==> src/rtl/mem_access_stage.sv <==
// mem_access_stage
//   Memory-access stage between EX/MEM and MEM/WB. It turns an EX/MEM load or
//   store into a lane-aligned req/ack access on a variable-latency memory bus,
//   stalls upstream while the access is outstanding, detects misaligned or
//   illegal-size accesses, and registers the MEM/WB results, including the
//   shifted and extended load value.
//
// Ports
//   clk, Rst_n            clock, asynchronous active-low reset
//   dbg                   debug freeze: MEM/WB holds, a DONE access is held
//   EX_MEM_*              address/ALU result, store data, rs2/rd, control,
//                         one-hot load {ld,lwu,lhu,lbu,lw,lh,lb} and
//                         store {sd,sw,sh,sb} size selects
//   WB_res                writeback value, forwarded as store data
//   mem_req/we/addr/be/wdata, mem_ack, mem_rdata   memory handshake
//   mem_hold              stall to every upstream stage
//   MEM_WB_*              registered results, fault flag and fault address
module mem_access_stage #(
  parameter int XLEN   = 32,
  parameter int ADDR_W = 32
) (
  input  logic                clk,
  input  logic                Rst_n,
  input  logic                dbg,
  input  logic [ADDR_W-1:0]   EX_MEM_alures,
  input  logic [XLEN-1:0]     EX_MEM_dout_rs2,
  input  logic [4:0]          EX_MEM_rs2,
  input  logic [4:0]          EX_MEM_rd,
  input  logic                EX_MEM_regwrite,
  input  logic                EX_MEM_memread,
  input  logic                EX_MEM_memwrite,
  input  logic [6:0]          EX_MEM_loadcntrl,
  input  logic [3:0]          EX_MEM_storecntrl,
  input  logic [XLEN-1:0]     WB_res,
  output logic                mem_req,
  output logic                mem_we,
  output logic [ADDR_W-1:0]   mem_addr,
  output logic [XLEN/8-1:0]   mem_be,
  output logic [XLEN-1:0]     mem_wdata,
  input  logic                mem_ack,
  input  logic [XLEN-1:0]     mem_rdata,
  output logic                mem_hold,
  output logic                MEM_WB_regwrite,
  output logic                MEM_WB_memread,
  output logic [4:0]          MEM_WB_rd,
  output logic [ADDR_W-1:0]   MEM_WB_alures,
  output logic [XLEN-1:0]     MEM_WB_memres,
  output logic                MEM_WB_fault,
  output logic [ADDR_W-1:0]   MEM_WB_fault_addr
);
  localparam int NB   = XLEN / 8;
  localparam int OFFW = $clog2(NB);
  localparam bit RV32 = (XLEN == 32);

  localparam logic [1:0] S_IDLE = 2'd0;
  localparam logic [1:0] S_WAIT = 2'd1;
  localparam logic [1:0] S_DONE = 2'd2;

  logic [1:0]        state_q, state_d;
  logic              req_we_q, req_we_d;
  logic [ADDR_W-1:0] req_addr_q, req_addr_d;
  logic [NB-1:0]     req_be_q, req_be_d;
  logic [XLEN-1:0]   req_wdata_q, req_wdata_d;
  logic [XLEN-1:0]   ld_hold_q, ld_hold_d;

  logic              mwb_regwrite_q, mwb_regwrite_d;
  logic              mwb_memread_q, mwb_memread_d;
  logic [4:0]        mwb_rd_q, mwb_rd_d;
  logic [ADDR_W-1:0] mwb_alures_q, mwb_alures_d;
  logic [XLEN-1:0]   mwb_memres_q, mwb_memres_d;
  logic              mwb_fault_q, mwb_fault_d;
  logic [ADDR_W-1:0] mwb_fault_addr_q, mwb_fault_addr_d;

  logic            op, fault, misalign, enc_ok, wide_bad;
  logic            sz_b, sz_h, sz_w, sz_d, ld_sgn;
  logic [OFFW-1:0] off;
  logic [NB-1:0]   size_mask, be_c;
  logic [XLEN-1:0] st_src, wdata_c;
  logic [ADDR_W-1:0] addr_c;
  logic [XLEN-1:0] ld_sh, ld_mask, ld_ext;
  logic            ld_msb, fwd, issue, in_wait, wb_en;

  assign op  = EX_MEM_memread | EX_MEM_memwrite;
  assign off = EX_MEM_alures[OFFW-1:0];

  // Size decode. A store selects on storecntrl, otherwise loadcntrl; read and
  // write together is treated as a bad encoding.
  always_comb begin
    sz_b     = 1'b0;
    sz_h     = 1'b0;
    sz_w     = 1'b0;
    sz_d     = 1'b0;
    ld_sgn   = 1'b0;
    enc_ok   = 1'b0;
    wide_bad = 1'b0;
    if (EX_MEM_memwrite) begin
      {sz_d, sz_w, sz_h, sz_b} = EX_MEM_storecntrl;
      enc_ok   = $onehot(EX_MEM_storecntrl) & ~EX_MEM_memread;
      wide_bad = RV32 & EX_MEM_storecntrl[3];
    end else begin
      sz_b     = EX_MEM_loadcntrl[0] | EX_MEM_loadcntrl[3];
      sz_h     = EX_MEM_loadcntrl[1] | EX_MEM_loadcntrl[4];
      sz_w     = EX_MEM_loadcntrl[2] | EX_MEM_loadcntrl[5];
      sz_d     = EX_MEM_loadcntrl[6];
      ld_sgn   = |EX_MEM_loadcntrl[2:0];
      enc_ok   = $onehot(EX_MEM_loadcntrl);
      wide_bad = RV32 & (EX_MEM_loadcntrl[5] | EX_MEM_loadcntrl[6]);
    end
  end

  assign misalign = (sz_h & off[0]) | (sz_w & (|off[1:0])) | (sz_d & (|off));
  assign fault    = op & (~enc_ok | misalign | wide_bad);

  // Store path: forward the WB value when it targets rs2 (never x0), then
  // shift data and byte enables into the addressed lanes.
  assign fwd    = mwb_regwrite_q & (mwb_rd_q == EX_MEM_rs2) & (mwb_rd_q != 5'd0);
  assign st_src = fwd ? WB_res : EX_MEM_dout_rs2;
  assign size_mask = sz_d ? '1 : sz_w ? NB'(4'hF) : sz_h ? NB'(2'h3) : NB'(1'b1);
  assign wdata_c   = st_src << {off, 3'b000};
  assign be_c      = EX_MEM_memwrite ? (size_mask << off) : '0;
  assign addr_c    = {EX_MEM_alures[ADDR_W-1:OFFW], {OFFW{1'b0}}};

  // Load path: bring the addressed lane to bit 0, keep the access width and
  // fill the rest with the sign (lb/lh/lw) or zeros. ld keeps everything.
  assign ld_sh   = mem_rdata >> {off, 3'b000};
  assign ld_mask = sz_b ? XLEN'(8'hFF) : sz_h ? XLEN'(16'hFFFF) :
                   sz_w ? XLEN'(32'hFFFF_FFFF) : '1;
  assign ld_msb  = sz_b ? ld_sh[7] : sz_h ? ld_sh[15] : ld_sh[31];
  assign ld_ext  = (ld_sh & ld_mask) | ((ld_sgn & ld_msb) ? ~ld_mask : '0);

  // Rst_n gating keeps the combinational request quiet while reset is held,
  // even if EX/MEM still presents an access.
  assign issue   = (state_q == S_IDLE) & op & ~fault & Rst_n;
  assign in_wait = (state_q == S_WAIT);

  assign mem_req   = issue | in_wait;
  assign mem_we    = issue ? EX_MEM_memwrite : (in_wait & req_we_q);
  assign mem_addr  = issue ? addr_c  : in_wait ? req_addr_q  : '0;
  assign mem_be    = issue ? be_c    : in_wait ? req_be_q    : '0;
  assign mem_wdata = issue ? wdata_c : in_wait ? req_wdata_q : '0;
  assign mem_hold  = (issue & ~mem_ack) | in_wait;

  assign wb_en = ~dbg & ~mem_hold;

  always_comb begin
    state_d     = state_q;
    req_we_d    = req_we_q;
    req_addr_d  = req_addr_q;
    req_be_d    = req_be_q;
    req_wdata_d = req_wdata_q;
    ld_hold_d   = ld_hold_q;
    case (state_q)
      S_IDLE: if (issue && !mem_ack) begin
        // Freeze the request so WAIT is immune to forwarding changes.
        state_d     = S_WAIT;
        req_we_d    = EX_MEM_memwrite;
        req_addr_d  = addr_c;
        req_be_d    = be_c;
        req_wdata_d = wdata_c;
      end
      S_WAIT: if (mem_ack) begin
        // EX/MEM is stalled, so the current size/offset still describe it.
        state_d   = S_DONE;
        ld_hold_d = ld_ext;
      end
      S_DONE: if (!dbg) state_d = S_IDLE;
      default: state_d = S_IDLE;
    endcase
  end

  always_comb begin
    mwb_regwrite_d   = mwb_regwrite_q;
    mwb_memread_d    = mwb_memread_q;
    mwb_rd_d         = mwb_rd_q;
    mwb_alures_d     = mwb_alures_q;
    mwb_memres_d     = mwb_memres_q;
    mwb_fault_d      = mwb_fault_q;
    mwb_fault_addr_d = mwb_fault_addr_q;
    if (wb_en) begin
      mwb_regwrite_d   = EX_MEM_regwrite & ~fault;
      mwb_memread_d    = EX_MEM_memread;
      mwb_rd_d         = EX_MEM_rd;
      mwb_alures_d     = EX_MEM_alures;
      mwb_fault_d      = fault;
      mwb_fault_addr_d = fault ? EX_MEM_alures : '0;
      mwb_memres_d     = '0;
      // Unstalled in IDLE a good load can only be a same-cycle ack.
      if (EX_MEM_memread && !fault)
        mwb_memres_d = (state_q == S_DONE) ? ld_hold_q : ld_ext;
    end
  end

  always_ff @(posedge clk or negedge Rst_n) begin
    if (!Rst_n) begin
      state_q          <= S_IDLE;
      req_we_q         <= 1'b0;
      req_addr_q       <= '0;
      req_be_q         <= '0;
      req_wdata_q      <= '0;
      ld_hold_q        <= '0;
      mwb_regwrite_q   <= 1'b0;
      mwb_memread_q    <= 1'b0;
      mwb_rd_q         <= '0;
      mwb_alures_q     <= '0;
      mwb_memres_q     <= '0;
      mwb_fault_q      <= 1'b0;
      mwb_fault_addr_q <= '0;
    end else begin
      state_q          <= state_d;
      req_we_q         <= req_we_d;
      req_addr_q       <= req_addr_d;
      req_be_q         <= req_be_d;
      req_wdata_q      <= req_wdata_d;
      ld_hold_q        <= ld_hold_d;
      mwb_regwrite_q   <= mwb_regwrite_d;
      mwb_memread_q    <= mwb_memread_d;
      mwb_rd_q         <= mwb_rd_d;
      mwb_alures_q     <= mwb_alures_d;
      mwb_memres_q     <= mwb_memres_d;
      mwb_fault_q      <= mwb_fault_d;
      mwb_fault_addr_q <= mwb_fault_addr_d;
    end
  end

  assign MEM_WB_regwrite   = mwb_regwrite_q;
  assign MEM_WB_memread    = mwb_memread_q;
  assign MEM_WB_rd         = mwb_rd_q;
  assign MEM_WB_alures     = mwb_alures_q;
  assign MEM_WB_memres     = mwb_memres_q;
  assign MEM_WB_fault      = mwb_fault_q;
  assign MEM_WB_fault_addr = mwb_fault_addr_q;
endmodule
==> config.mk <==
export PLATFORM = sky130hd
export DESIGN_NAME = mem_access_stage
export DESIGN_NICKNAME = d
export VERILOG_FILES = /design/src/rtl/mem_access_stage.sv
export SDC_FILE = /design/constraint.sdc
export NUM_CORES = 1
export LEC_CHECK = 0
export CAP_MARGIN = 20
export CELL_PAD_IN_SITES_DETAIL_PLACEMENT = 1
export CELL_PAD_IN_SITES_GLOBAL_PLACEMENT = 1
export CORE_ASPECT_RATIO = 0.75
export CORE_MARGIN = 3
export CORE_UTILIZATION = 36
export DETAILED_ROUTE_END_ITERATION = 10
export PLACE_DENSITY_LB_ADDON = 0.1
export SLEW_MARGIN = 20
export SYNTH_ARGS = -nofsm -noshare
export SYNTH_HDL_FRONTEND = slang
export SYNTH_SLANG_ARGS = --single-unit
==> constraint.sdc <==
create_clock -name clk -period 7 [get_ports clk]
set_input_delay 1.4 -clock clk [delete_from_list [all_inputs] [get_ports clk]]
set_output_delay 1.4 -clock clk [all_outputs]
set_load 0.01 [all_outputs]
# After elaboration in Yosys (flattened, before gate mapping)
# Cells that the tools add are included.
[op_classes] add_sub_neg=9 n_eq_ne=8 n_shift=3 n_mux=31 bitwise_logic=35 n_reduce_logical=11
[op_table] cell="32-bit 2-to-1 mux" n=11
[op_table] cell="32-bit bitwise AND" n=1
[op_table] cell="32-bit inverter" n=1
[op_table] cell="32-bit bitwise OR" n=1
[op_table] cell="32-bit by 5-bit left shift with 32-bit output" n=1
[op_table] cell="32-bit by 5-bit right shift with 32-bit output" n=1
[op_table] cell="4-bit 2-to-1 mux" n=5
[op_table] cell="1-bit bitwise AND" n=15
[op_table] cell="1-bit bitwise OR" n=11
[op_table] cell="1-bit by 1-bit adder with 2-bit output" n=5
[op_table] cell="1-bit 2-to-1 mux" n=10
[op_table] cell="2-bit 2-to-1 mux" n=4
[op_table] cell="2-bit by 2-bit adder with 3-bit output" n=2
[op_table] cell="3-bit by 1-bit == test with 1-bit output, second input constant" n=2
[op_table] cell="1-bit inverter" n=6
[op_table] cell="2-bit one-hot mux with 3 select lines" n=1
[op_table] cell="5-bit == test" n=1
[op_table] cell="5-bit nonzero test" n=1
[op_table] cell="2-bit != test, second input constant" n=2
[op_table] cell="2-bit AND reduction" n=2
[op_table] cell="4-bit by 2-bit left shift with 4-bit output" n=1
[op_table] cell="2-bit by 1-bit adder with 3-bit output" n=1
[op_table] cell="3-bit adder" n=1
[op_table] cell="3-bit AND reduction" n=1
[op_table] cell="8 further kinds" n=10
[totals] ff_bits=205 input_bits=156 output_inout_bits=175 word_cells=110

# Longest topological paths before layout
[logic_depth] word_depth=16 mapped_depth=15 depth_no_buf=12

# Worst setup path after synthesis
# No wires, ideal clock.
[synth_path] path_type="input to output" from="input port EX_MEM_loadcntrl[0]" to="output port mem_wdata[16]" arrival_time_ps=5085 slack_ps=515 stages=13 cell_sequence="inv_1 fa_1 fa_1 inv_1 fa_1 fa_1 nor4b_1 nand3_1 a221o_1 nor3_1 clkbuf_1 nand3_1 o211ai_1"
[synth_between] elab_chain_len=13
[synth_lines] element="from (decl)" line="32" text="input logic [6:0] EX_MEM_loadcntrl,"
[synth_lines] element="1-bit by 1-bit adder with 2-bit output (not written as such)" line="106" text="enc_ok = $onehot(EX_MEM_loadcntrl);"
[synth_lines] element="2-bit by 2-bit adder with 3-bit output (not written as such)" line="106"
[synth_lines] element="3-bit adder (not written as such)" line="106"
[synth_lines] element="3-bit by 1-bit == test with 1-bit output" line="106"
[synth_lines] element="1-bit 2-to-1 mux" line="96" text="if (EX_MEM_memwrite) begin"
[synth_lines] element="1-bit inverter" line="112" text="assign fault = op & (~enc_ok | misalign | wide_bad);"
[synth_lines] element="1-bit bitwise OR (2 in series)" line="112"
[synth_lines] element="1-bit bitwise AND" line="112"
[synth_lines] element="1-bit inverter" line="133" text="assign issue = (state_q == S_IDLE) & op & ~fault & Rst_n;"
[synth_lines] element="1-bit bitwise AND (2 in series)" line="133"
[synth_lines] element="32-bit 2-to-1 mux" line="140" text="assign mem_wdata = issue ? wdata_c : in_wait ? req_wdata_q : '0;"
[synth_lines] element="to (decl)" line="39" text="output logic [XLEN-1:0] mem_wdata,"
# Every way passes these cells.

# Worst setup path in the final report
[layout_path] from="input port EX_MEM_loadcntrl[0]" to="output port mem_wdata[19]"
# Same word-level chain as after synthesis.

==> impl_metrics.yaml <==
setup_path:
  crit_buf_inv: 7
  worstPathRequired_ps: 5600
  cp_slowest_cell: "fa_1"
  arrival_ps: 5350
  crit_type: "input pin to primary output"
  critPathMaxFanout: 5
  reg2regPathDepth: 7
  start_kind: "input pin"
  crit_cells: 17
  path_common_cell: "fa_1"
  crit_family: "adder cells"
  cpPeakStageDelay_ps: 490
  crit_path_cell_trace: "dlymetal6s2s_1 > inv_2 > fa_1 > fa_1 > inv_1 > fa_2 > fa_1 > nor4b_2 > nand3_1 > a221o_2 > nor3_4 > buf_4 > nand2_2 > buf_6 > buf_4 > o211ai_1 > buf_2"
  cp-end-kind: "primary output"
detailed_routing:
  detail-route-antenna-nets: 0
  drt_iter0_markers: 502
  totalWireLength_um: 37790
  routedWlPerCell_um: 22.65
  drc: 0
  drt_first_pass_iters: 4
  vias: 9073
  via_per_inst: 5.439
clock_tree:
  htree_levels: 1
  cts_buffers: 23
  cts_tree: "done"
  clk_pin_slew_ps: 60
  clockBufferDepth: 3
  cts_root_buf: "clkbuf_16"
  clkLatencyLatePin_ps: 520
  clock_sinks: 205
logic_synthesis:
  synthArstFlopShare: 1.000
  synth_area_per_cell_um2: 11.11
  synth_edf_count: 0
  synth-main-ff-cell: "dfrtp_1"
  ys_seq_area_frac: 0.4873
  netlist_top_cells_area: "dfrtp_1 (49%), a22o_1 (6.7%), mux4_2 (5.3%)"
  postSynthCellCount: 948
  synth_top_area_frac: 0.4873
  syn-cell-area_um2: 10530
  synth.most_common_cell: "dfrtp_1"
  ys_top_cells_by_count: "dfrtp_1 (205), nand2_1 (83), a22o_1 (81), o21ai_0 (66), a21oi_1 (53)"
  yosys_warnings: 0
  ys_ff_latch: 205
  synth_cell_types: 48
  synth_top_cell_by_area: "dfrtp_1"
power:
  power.density_nw_per_um2: 205.1
  peakVddDrop_v: 0.0001511
  power.total_mw: 3.103
  p_leak_nw: 6.583
cells_and_area:
  area_delta_synth_final_pct: 43.70
  fillers: 3075
  seq_area_um2: 5130
  drive_above_1_share: 0.1460
  finalNetCount: 1429
  layout.cells.non_filler: 1668
  multi_input_area_um2: 5035
  utilization: 0.5330
place:
  post-place-ws_ps: -633.9
  port_buffers: 328
  hpwl_um: 27250
  dpl.cell_count: 1618
  gp_congestion: 0.8799
sta:
  hold_viol: 0
  fin_skew_ps: 22.65
  fin_tns_setup_ps: 0
  rsz0062_at_grt: "no"
  period_share: 0.9641
  finalSetupViolCount: 0
  slew_viol_final: 0
  slew_headroom: 0.3033
  post-route-worst-setup-slack_ps: 251.4
  worstMarginPinSlew_ps: 1039
  max_freq_mhz: 148.2
  fin_crit_ps: 6749
floorplan:
  initial_core_util: 0.3709
  pin_count: 331
  core_area_um2: 28380
  dieHeight_um: 154.1
  std_cell_rows: 53
  die_area_um2: 31350
  die_w_um: 203.5
flow_run:
  cap_violations: 0
grt:
  grt_usage: 0.2353
  first_global_vias: 9521
  overflow: 0
  antenna_found_initial: 8
  grt_pass1_wl_um: 58330
  grt_max_degree: 77
min_path:
  hold_class: "flip-flop to flip-flop"
  whs_path_depth: 2
run_status:
  status: "complete, no violations"
-- report_power, final --
part	switching [mW]	internal, mW	leakage (nW)
Clock	0.489	0.652	0.332
Combinational	0.275	0.311	3.55
Sequential	0.0686	1.31	2.70
Total	0.832	2.27	6.58
-- sequential cells by signal, indices dropped and copies added, names as in the netlist --
signal / count
state_q: 2
MEM_WB_fault_addr: 32
req_addr_q: 30
ld_hold_q: 32
req_we_q: 1
MEM_WB_rd: 5
MEM_WB_alures: 32
MEM_WB_fault: 1
MEM_WB_regwrite: 1
req_wdata_q: 32
MEM_WB_memread: 1
MEM_WB_memres: 32
req_be_q: 4
-- worst reg2reg max path: cells and delay by family, from the launching register on --
kind                   cells  cell delay [ps]
AND/OR/NAND/NOR            4             1410
buffers and inverters      2              580
multiplexers               1              350
flip-flops                 1              440
-- through the flow --
step                cell area [µm²]  hold slack [ps]
floorplan                     10530            448.4
global placement              14320            459.6
detailed placement            14340            470.3
CTS                           15070            486.0
global route                  15130            506.1
finish                        15130            484.0
-- cell usage in the layout (no fill, tap or decap), types with 34 or more instances in the layout --
cell type,count
clkdlybuf4s50_1,253
dfrtp_1,205
nand2_1,81
a22o_1,81
o21ai_0,59
a21oi_1,53
nor2_1,50
dlygate4sd2_1,48
mux2_2,46
mux2_1,42
mux2i_1,34
buf_4,34
-- path summary, 6_finish.rpt --
| kind | from | endpoint | slack [ps] |
|---|---|---|---|
| min reg2reg | req_wdata_q[5]$_DFFE_PN0P_ | req_wdata_q[5]$_DFFE_PN0P_ | 480 |
| min | req_wdata_q[5]$_DFFE_PN0P_ | req_wdata_q[5]$_DFFE_PN0P_ | 480 |
| max | EX_MEM_loadcntrl[0] | mem_wdata[19] | 250 |
| min in group asynchronous | Rst_n | MEM_WB_fault_addr[9]$_DFFE_PN0P_ | 920 |
| max in group asynchronous | Rst_n | req_addr_q[30]$_DFFE_PN0P_ | 4640 |
| max reg2reg | state_q[1]$_DFFE_PN0P_ | MEM_WB_alures[3]$_DFFE_PN0P_ | 4080 |
-- final cells by class --
cell class,instances,share of cell area
antenna,2,0.0003308
clock buffer,36,0.04392
clock inverter,5,0.002398
inverter,33,0.008188
multi-input combinational,631,0.3328
sequential,205,0.3391
tap,385,0.03184
timing repair buffer,371,0.2414
-- layer usage --
metal | vias up | global-route usage | routed length, µm
li1 | 4131 | - | -
met1 | 4628 | 0.3313 | 17300
met2 | 254 | 0.3779 | 17510
met3 | 50 | 0.05503 | 2352
met4 | 10 | 0.03996 | 562
met5 | - | 0 | 69
-- cells by family after synthesis --
group | count (synthesis) | share of synthesized area
AO/OA/AOI/OAI | 289 | 0.1940
flip-flops | 205 | 0.4873
AND/OR/NAND/NOR | 181 | 0.07583
multiplexers | 147 | 0.1799
buffers and inverters | 113 | 0.04623
adder cells (fa/ha/maj) | 8 | 0.01307
XOR/XNOR | 4 | 0.003328
other | 1 | 0.0003562
-- repair_timing --
item	in CTS	in global routing
gates cloned	1	0
endpoints found under the setup margin	69	39
gates resized for setup	130	5
setup buffers	4	1
hold buffers	0	0
pin swaps	7	7
Power figures use the tool's default switching activity.
